==> config.mk <==
export PLATFORM = sky130hd
export DESIGN_NAME = shift_sequencer_flat
export DESIGN_NICKNAME = d
export VERILOG_FILES = /design/src/rtl/shift_seq_pkg.sv /design/src/rtl/shift_sequencer_if.sv /design/src/rtl/step_counter.sv /design/src/rtl/shift_sequencer.sv /design/src/flat_wrapper.sv
export SDC_FILE = /design/constraint.sdc
export NUM_CORES = 1
export LEC_CHECK = 0
export CAP_MARGIN = 20
export CORE_MARGIN = 3
export CORE_UTILIZATION = 38
export CTS_CLUSTER_SIZE = 28
export DETAILED_ROUTE_END_ITERATION = 10
export HOLD_SLACK_MARGIN = 0.03
export PLACE_DENSITY = 0.73
export SKIP_CTS_REPAIR_TIMING = 1
export SLEW_MARGIN = 15
export SYNTH_ARGS = -nofsm -noshare
export SYNTH_HDL_FRONTEND = slang
export SYNTH_SLANG_ARGS = --single-unit
==> constraint.sdc <==
create_clock -name clock -period 1.2 [get_ports clock]
set_input_delay 0.24 -clock clock [delete_from_list [all_inputs] [get_ports clock]]
set_output_delay 0.24 -clock clock [all_outputs]
set_load 0.01 [all_outputs]
==> src/rtl/shift_seq_pkg.sv <==
// Shared types and defaults for the shift-register command sequencer.
package shift_seq_pkg;
  localparam int WIDTH_DEF = 4;
  localparam int CNT_W_DEF = 3;

  typedef enum logic [1:0] {
    OP_LOAD = 2'd0,
    OP_ROTL = 2'd1,
    OP_ROTR = 2'd2,
    OP_ASR  = 2'd3
  } op_e;

  typedef enum logic [2:0] {
    ST_INIT,
    ST_IDLE,
    ST_LOAD,
    ST_SHIFT,
    ST_DONE
  } state_e;

  function automatic logic is_shift(op_e op);
    return op != OP_LOAD;
  endfunction
endpackage

==> src/rtl/shift_sequencer_if.sv <==
// Command channel of the shift sequencer: valid/ready with op, load data and step count.
interface shift_sequencer_if
  import shift_seq_pkg::*;
#(
  parameter int WIDTH = WIDTH_DEF,
  parameter int CNT_W = CNT_W_DEF
);
  logic             cmd_valid;
  logic             cmd_ready;
  op_e              cmd_op;
  logic [WIDTH-1:0] cmd_data;
  logic [CNT_W-1:0] cmd_count;

  modport master (output cmd_valid, cmd_op, cmd_data, cmd_count, input cmd_ready);
  modport slave  (input cmd_valid, cmd_op, cmd_data, cmd_count, output cmd_ready);
endinterface

==> src/rtl/step_counter.sv <==
// Remaining-step down-counter; is_one marks the last shift step.
module step_counter #(
  parameter int CNT_W = 3
) (
  input  logic             clk,
  input  logic             rst_n,
  input  logic             load,
  input  logic             dec,
  input  logic [CNT_W-1:0] load_val,
  output logic             is_one
);
  logic [CNT_W-1:0] cnt;

  always_ff @(posedge clk or negedge rst_n) begin
    if (!rst_n)    cnt <= '0;
    else if (load) cnt <= load_val;
    else if (dec)  cnt <= cnt - 1'b1;
  end

  assign is_one = (cnt == CNT_W'(1));
endmodule

==> src/rtl/shift_sequencer.sv <==
// Command-driven controller for a 4-bit load/rotate/arithmetic-shift register.
// The register shifts every clock unless loaded, so idle states reload Q to hold it.
module shift_sequencer
  import shift_seq_pkg::*;
#(
  parameter int WIDTH = WIDTH_DEF,
  parameter int CNT_W = CNT_W_DEF
) (
  input  logic               clock,
  input  logic               resetn,
  shift_sequencer_if.slave   cmd,
  input  logic [WIDTH-1:0]   Q_fb,
  output logic               ParallelLoadn,
  output logic               RotateRight,
  output logic               ASRight,
  output logic [WIDTH-1:0]   Data_IN,
  output logic               reg_reset,
  output logic               busy,
  output logic               done,
  output logic [WIDTH-1:0]   result
);
  state_e           state, state_nxt;
  op_e              op_q;
  logic [WIDTH-1:0] data_q;
  logic             ready, accept, cnt_load, cnt_dec, is_one;

  assign cmd.cmd_ready = ready;
  assign accept        = cmd.cmd_valid & ready;

  step_counter #(.CNT_W(CNT_W)) u_cnt (
    .clk      (clock),
    .rst_n    (resetn),
    .load     (cnt_load),
    .dec      (cnt_dec),
    .load_val (cmd.cmd_count),
    .is_one   (is_one)
  );

  always_ff @(posedge clock or negedge resetn) begin
    if (!resetn) state <= ST_INIT;
    else         state <= state_nxt;
  end

  always_ff @(posedge clock or negedge resetn) begin
    if (!resetn) begin
      op_q   <= OP_LOAD;
      data_q <= '0;
      result <= '0;
    end else begin
      if (accept) begin
        op_q   <= cmd.cmd_op;
        data_q <= cmd.cmd_data;
      end
      if (state == ST_DONE) result <= Q_fb;
    end
  end

  always_comb begin
    state_nxt     = state;
    ready         = 1'b0;
    busy          = 1'b1;
    done          = 1'b0;
    reg_reset     = 1'b0;
    ParallelLoadn = 1'b0;
    RotateRight   = 1'b0;
    ASRight       = 1'b0;
    Data_IN       = Q_fb;
    cnt_load      = 1'b0;
    cnt_dec       = 1'b0;
    case (state)
      ST_INIT: begin
        reg_reset = 1'b1;
        Data_IN   = '0;
        state_nxt = ST_IDLE;
      end
      ST_IDLE: begin
        ready = 1'b1;
        busy  = 1'b0;
        if (cmd.cmd_valid) begin
          cnt_load = 1'b1;
          if (!is_shift(cmd.cmd_op))     state_nxt = ST_LOAD;
          else if (cmd.cmd_count == '0)  state_nxt = ST_DONE;
          else                           state_nxt = ST_SHIFT;
        end
      end
      ST_LOAD: begin
        Data_IN   = data_q;
        state_nxt = ST_DONE;
      end
      ST_SHIFT: begin
        ParallelLoadn = 1'b1;
        RotateRight   = (op_q != OP_ROTL);
        ASRight       = (op_q == OP_ASR);
        cnt_dec       = 1'b1;
        // Counter is at 1 on the last of the count shift cycles.
        if (is_one) state_nxt = ST_DONE;
      end
      ST_DONE: begin
        done      = 1'b1;
        state_nxt = ST_IDLE;
      end
      default: state_nxt = ST_INIT;
    endcase
  end
endmodule

==> src/flat_wrapper.sv <==
// flat-port wrapper written by rule: the top's interface ports become plain ports
module shift_sequencer_flat import shift_seq_pkg::*;
#(
  parameter int WIDTH = WIDTH_DEF,
  parameter int CNT_W = CNT_W_DEF
)
  (clock, resetn, Q_fb, ParallelLoadn, RotateRight, ASRight, Data_IN, reg_reset, busy, done, result, cmd_cmd_valid, cmd_cmd_op, cmd_cmd_data, cmd_cmd_count, cmd_cmd_ready);
  shift_sequencer_if #(.WIDTH(WIDTH), .CNT_W(CNT_W)) cmd_i ();
  input  logic clock;
  input  logic resetn;
  input  logic [WIDTH-1:0] Q_fb;
  output logic ParallelLoadn;
  output logic RotateRight;
  output logic ASRight;
  output logic [WIDTH-1:0] Data_IN;
  output logic reg_reset;
  output logic busy;
  output logic done;
  output logic [WIDTH-1:0] result;
  input wire logic [$bits(cmd_i.cmd_valid)-1:0] cmd_cmd_valid;
  input wire logic [$bits(cmd_i.cmd_op)-1:0] cmd_cmd_op;
  input wire logic [$bits(cmd_i.cmd_data)-1:0] cmd_cmd_data;
  input wire logic [$bits(cmd_i.cmd_count)-1:0] cmd_cmd_count;
  output wire logic [$bits(cmd_i.cmd_ready)-1:0] cmd_cmd_ready;
  assign cmd_i.cmd_valid = cmd_cmd_valid;
  assign cmd_i.cmd_op = cmd_cmd_op;
  assign cmd_i.cmd_data = cmd_cmd_data;
  assign cmd_i.cmd_count = cmd_cmd_count;
  assign cmd_cmd_ready = cmd_i.cmd_ready;
  shift_sequencer #(.WIDTH(WIDTH), .CNT_W(CNT_W)) u_core (.clock(clock), .resetn(resetn), .cmd(cmd_i), .Q_fb(Q_fb), .ParallelLoadn(ParallelLoadn), .RotateRight(RotateRight), .ASRight(ASRight), .Data_IN(Data_IN), .reg_reset(reg_reset), .busy(busy), .done(done), .result(result));
endmodule
==> results.md <==
* Status: complete, but fails checks
* Failing checks: negative setup slack
* First-pass GRT wire length at 3080 µm
* CTS clk-pin slew, worst paths at 0.10 ns
* Sequential share of power at 26.7%
* Min-delay worst type: input pin to asynchronous set/reset pin
* Die X at 52.8 µm
* Final period util at 144%
* Largest net degree at the start of global routing at 17
* Antenna violations before repair at 0
* Io pins at 31
* R2R Path Start: u_core.state[0]
* Leading area contributor after synthesis: dfrtp_1
* Lkg Pwr at 0.739 nW
* Number of global-route vias before repair at 701
* Max_slew headroom at 72.3%
* Area contributors post-synth: dfrtp_1 (48%), mux2_1 (12%), nand2_1 (3.2%)
* Grt total ovfl at 0
* Mapped Area at 831 µm²
* Sw power at 1.44 mW
* Die Height at 52.8 µm
* Core footprint at 2020 µm²
* Filler cells at 126
* DR pass1 iterations at 4
* Die area at 2780 µm²
* DR iter-0 viols at 32
* Post-synthesis sequential area ratio at 48.2%
* Max rail drop VDD at 1.48 mV
* Switching Share at 37.2%
* Placed Cells at 150
* Clock Skew at 0.00412 ns
* Logic depth of the worst register-to-register path at 8
* Total track usage at 15.5%
* # diodes at 0
* Number of synthesized register bits at 16
* Cell at the root of the clock tree: clkbuf_4
* Worst setup margin at -0.534 ns
* Most frequent cell after synthesis: dfrtp_1
* Async set-or-reset flop fraction in the synthesized netlist at 100%
* DRT met1 WL at 1100 µm
* Clock latency on the worst-skew pair at 0.30 ns
* GPL Wtd Cong at 0.786
* Final Max Tran Viols at 0
* Post-synth top cells: dfrtp_1 (16), mux2_1 (9), nand2_1 (7)
* Avg Inst Size Synth at 10.4 µm²
* R2r endpoint: u_core.u_cnt.cnt[1]
* Worst slew pin tran at 0.412 ns
* Area Growth Syn to Fin at 84.2%
* Comb power frac at 63.6%
* Syn nets at 98
* Worst Setup End Kind: output port
* Num Clock Sinks at 16
* # rows at 16
* P_int at 2.43 mW
* Met2 Wirelength at 1230 µm
* Startpoint Class: flip-flop
* CP arrival at 1.49 ns
* Via count at 854
* CTS max path bufs at 2
* Flop-to-flop setup slack at -0.36 ns
* Total wire length at 2560 µm
* Pwr dens at 2530 nW/µm²
* Netlist cell types at 28
* Setup_tns at -8.35 ns
* Initial Utilization at 41.1%
* Drt wl/cell at 15.6 µm
* Remaining DRCs at 0
* DP HPWL at 1480 µm
* F_max at 577 MHz
* Vias per cell at 5.21
* Highest Signal Layer: met4
* CP Class: flip-flop to output port
* CTS tree: done
* Crit Path Max Fanout at 3
* TritonCTS Buffers at 3
* Share of cells above drive strength 1 at 53.3%
* Port bufs at 30
* # setup viols final at 27
* Post-route ant nets at 0
* Post-synth top flop: dfrtp_1
* Met3 wire len at 180 µm
* Ys Warns at 0
* Post-synth EDFFs at 0
* Max_cap viols at 0
* Final Hold Viols at 0
* Worst EP required at 0.96 ns
* Synthesized instance count at 80
* Non-filler instance count after layout at 164
* Part of the power in the clock network at 9.7%
* Synth top area share at 48.2%
* NumNets Final at 156
* Fin crit period at 1.73 ns
* RSZ-0062 raised after global routing: true
* Htree depth at 1
-- layer usage --
layer | up-vias | global-route usage [%]
met3 | 5 | 2.85
met4 | 0 | 8.94
met2 | 46 | 24.4
li1 | 403 | -
met1 | 400 | 19.6
met5 | - | 0
-- sequential cells by signal (all words and copies together), names as in the netlist --
| register | count |
|---|---|
| u_core.data_q | 4 |
| u_core.op_q | 2 |
| u_core.u_cnt.cnt | 3 |
| u_core.result | 4 |
| u_core.state | 3 |
-- cell usage in the layout (no fill, tap or decap), types with 3 or more instances in the layout --
cell             instances
buf_2                    7
buf_4                   17
buf_6                   12
clkbuf_4                 3
clkdlybuf4s50_1         15
dfrtp_1                 15
dlymetal6s2s_1           4
inv_1                    4
mux2_4                   9
nand2_1                  6
nand3_2                  4
nor2_1                   4
o21ai_2                  4
-- through the flow --
| stage | power, mW | setup WS, ns | area, µm² | utilization [%] | hold WS [ns] |
|---|---|---|---|---|---|
| global route | 4.11 | -0.578 | 1530 | 75.7 | 0.257 |
| detailed placement | 2.78 | -0.470 | 1270 | 63.0 | 0.475 |
| CTS | 3.15 | -0.779 | 1310 | 64.8 | 0.256 |
| global placement | 2.74 | -0.438 | 1270 | 63.0 | 0.467 |
| finish | 3.88 | -0.534 | 1530 | 75.7 | 0.255 |
| floorplan | 1.87 | -0.0784 | 838 | - | -0.0556 |
-- power groups by stage --
stage / clock network [mW] / registers (mW) / logic [mW]
4_1_cts: 0.377 / 0.987 / 1.79
2_1_floorplan: 0 / 0.977 / 0.891
3_3_place_gp: 0 / 0.988 / 1.75
6_report: 0.375 / 1.04 / 2.46
5_1_grt: 0.407 / 1.06 / 2.64
3_5_place_dp: 0 / 1.00 / 1.78
-- critical path, stage by stage, from the launching register on --
cell and delay (ns):
dfrtp_2 0.45, buf_6 0.13, nand3b_1 0.16, buf_4 0.14
inv_2 0.03, and3_4 0.17, buf_6 0.11
-- kinds of logic after synthesis --
family	count (synthesis)	synth area share (%)
compound gates	15	12.2
flops	16	48.2
buf+inv	10	6.02
fa+ha+maj	2	3.01
simple gates	27	17.3
xor+xnor	1	1.05
mux	9	12.2
-- worst max path at each step --
stage / end / slack (ns) / from
after floorplan: u_core.data_q[0] / -0.08 / u_core.state[2]
after global placement: ASRight / -0.44 / u_core.state[2]
after detailed placement: Data_IN[2] / -0.47 / Q_fb[2]
after CTS: ASRight / -0.78 / u_core.state[2]
after global routing: ASRight / -0.58 / u_core.state[0]
final: ASRight / -0.53 / u_core.state[0]
-- final cells by class --
cell class | count | area, µm² | area share [%]
Inverter | 5 | 18.8 | 1.23
Clock buffer | 4 | 36.3 | 2.37
Multi-Input combinational cell | 55 | 522 | 34.1
Timing Repair Buffer | 57 | 518 | 33.9
Tap cell | 27 | 33.8 | 2.21
Sequential cell | 16 | 402 | 26.2
No activity file was read; power rests on OpenSTA's default activity.
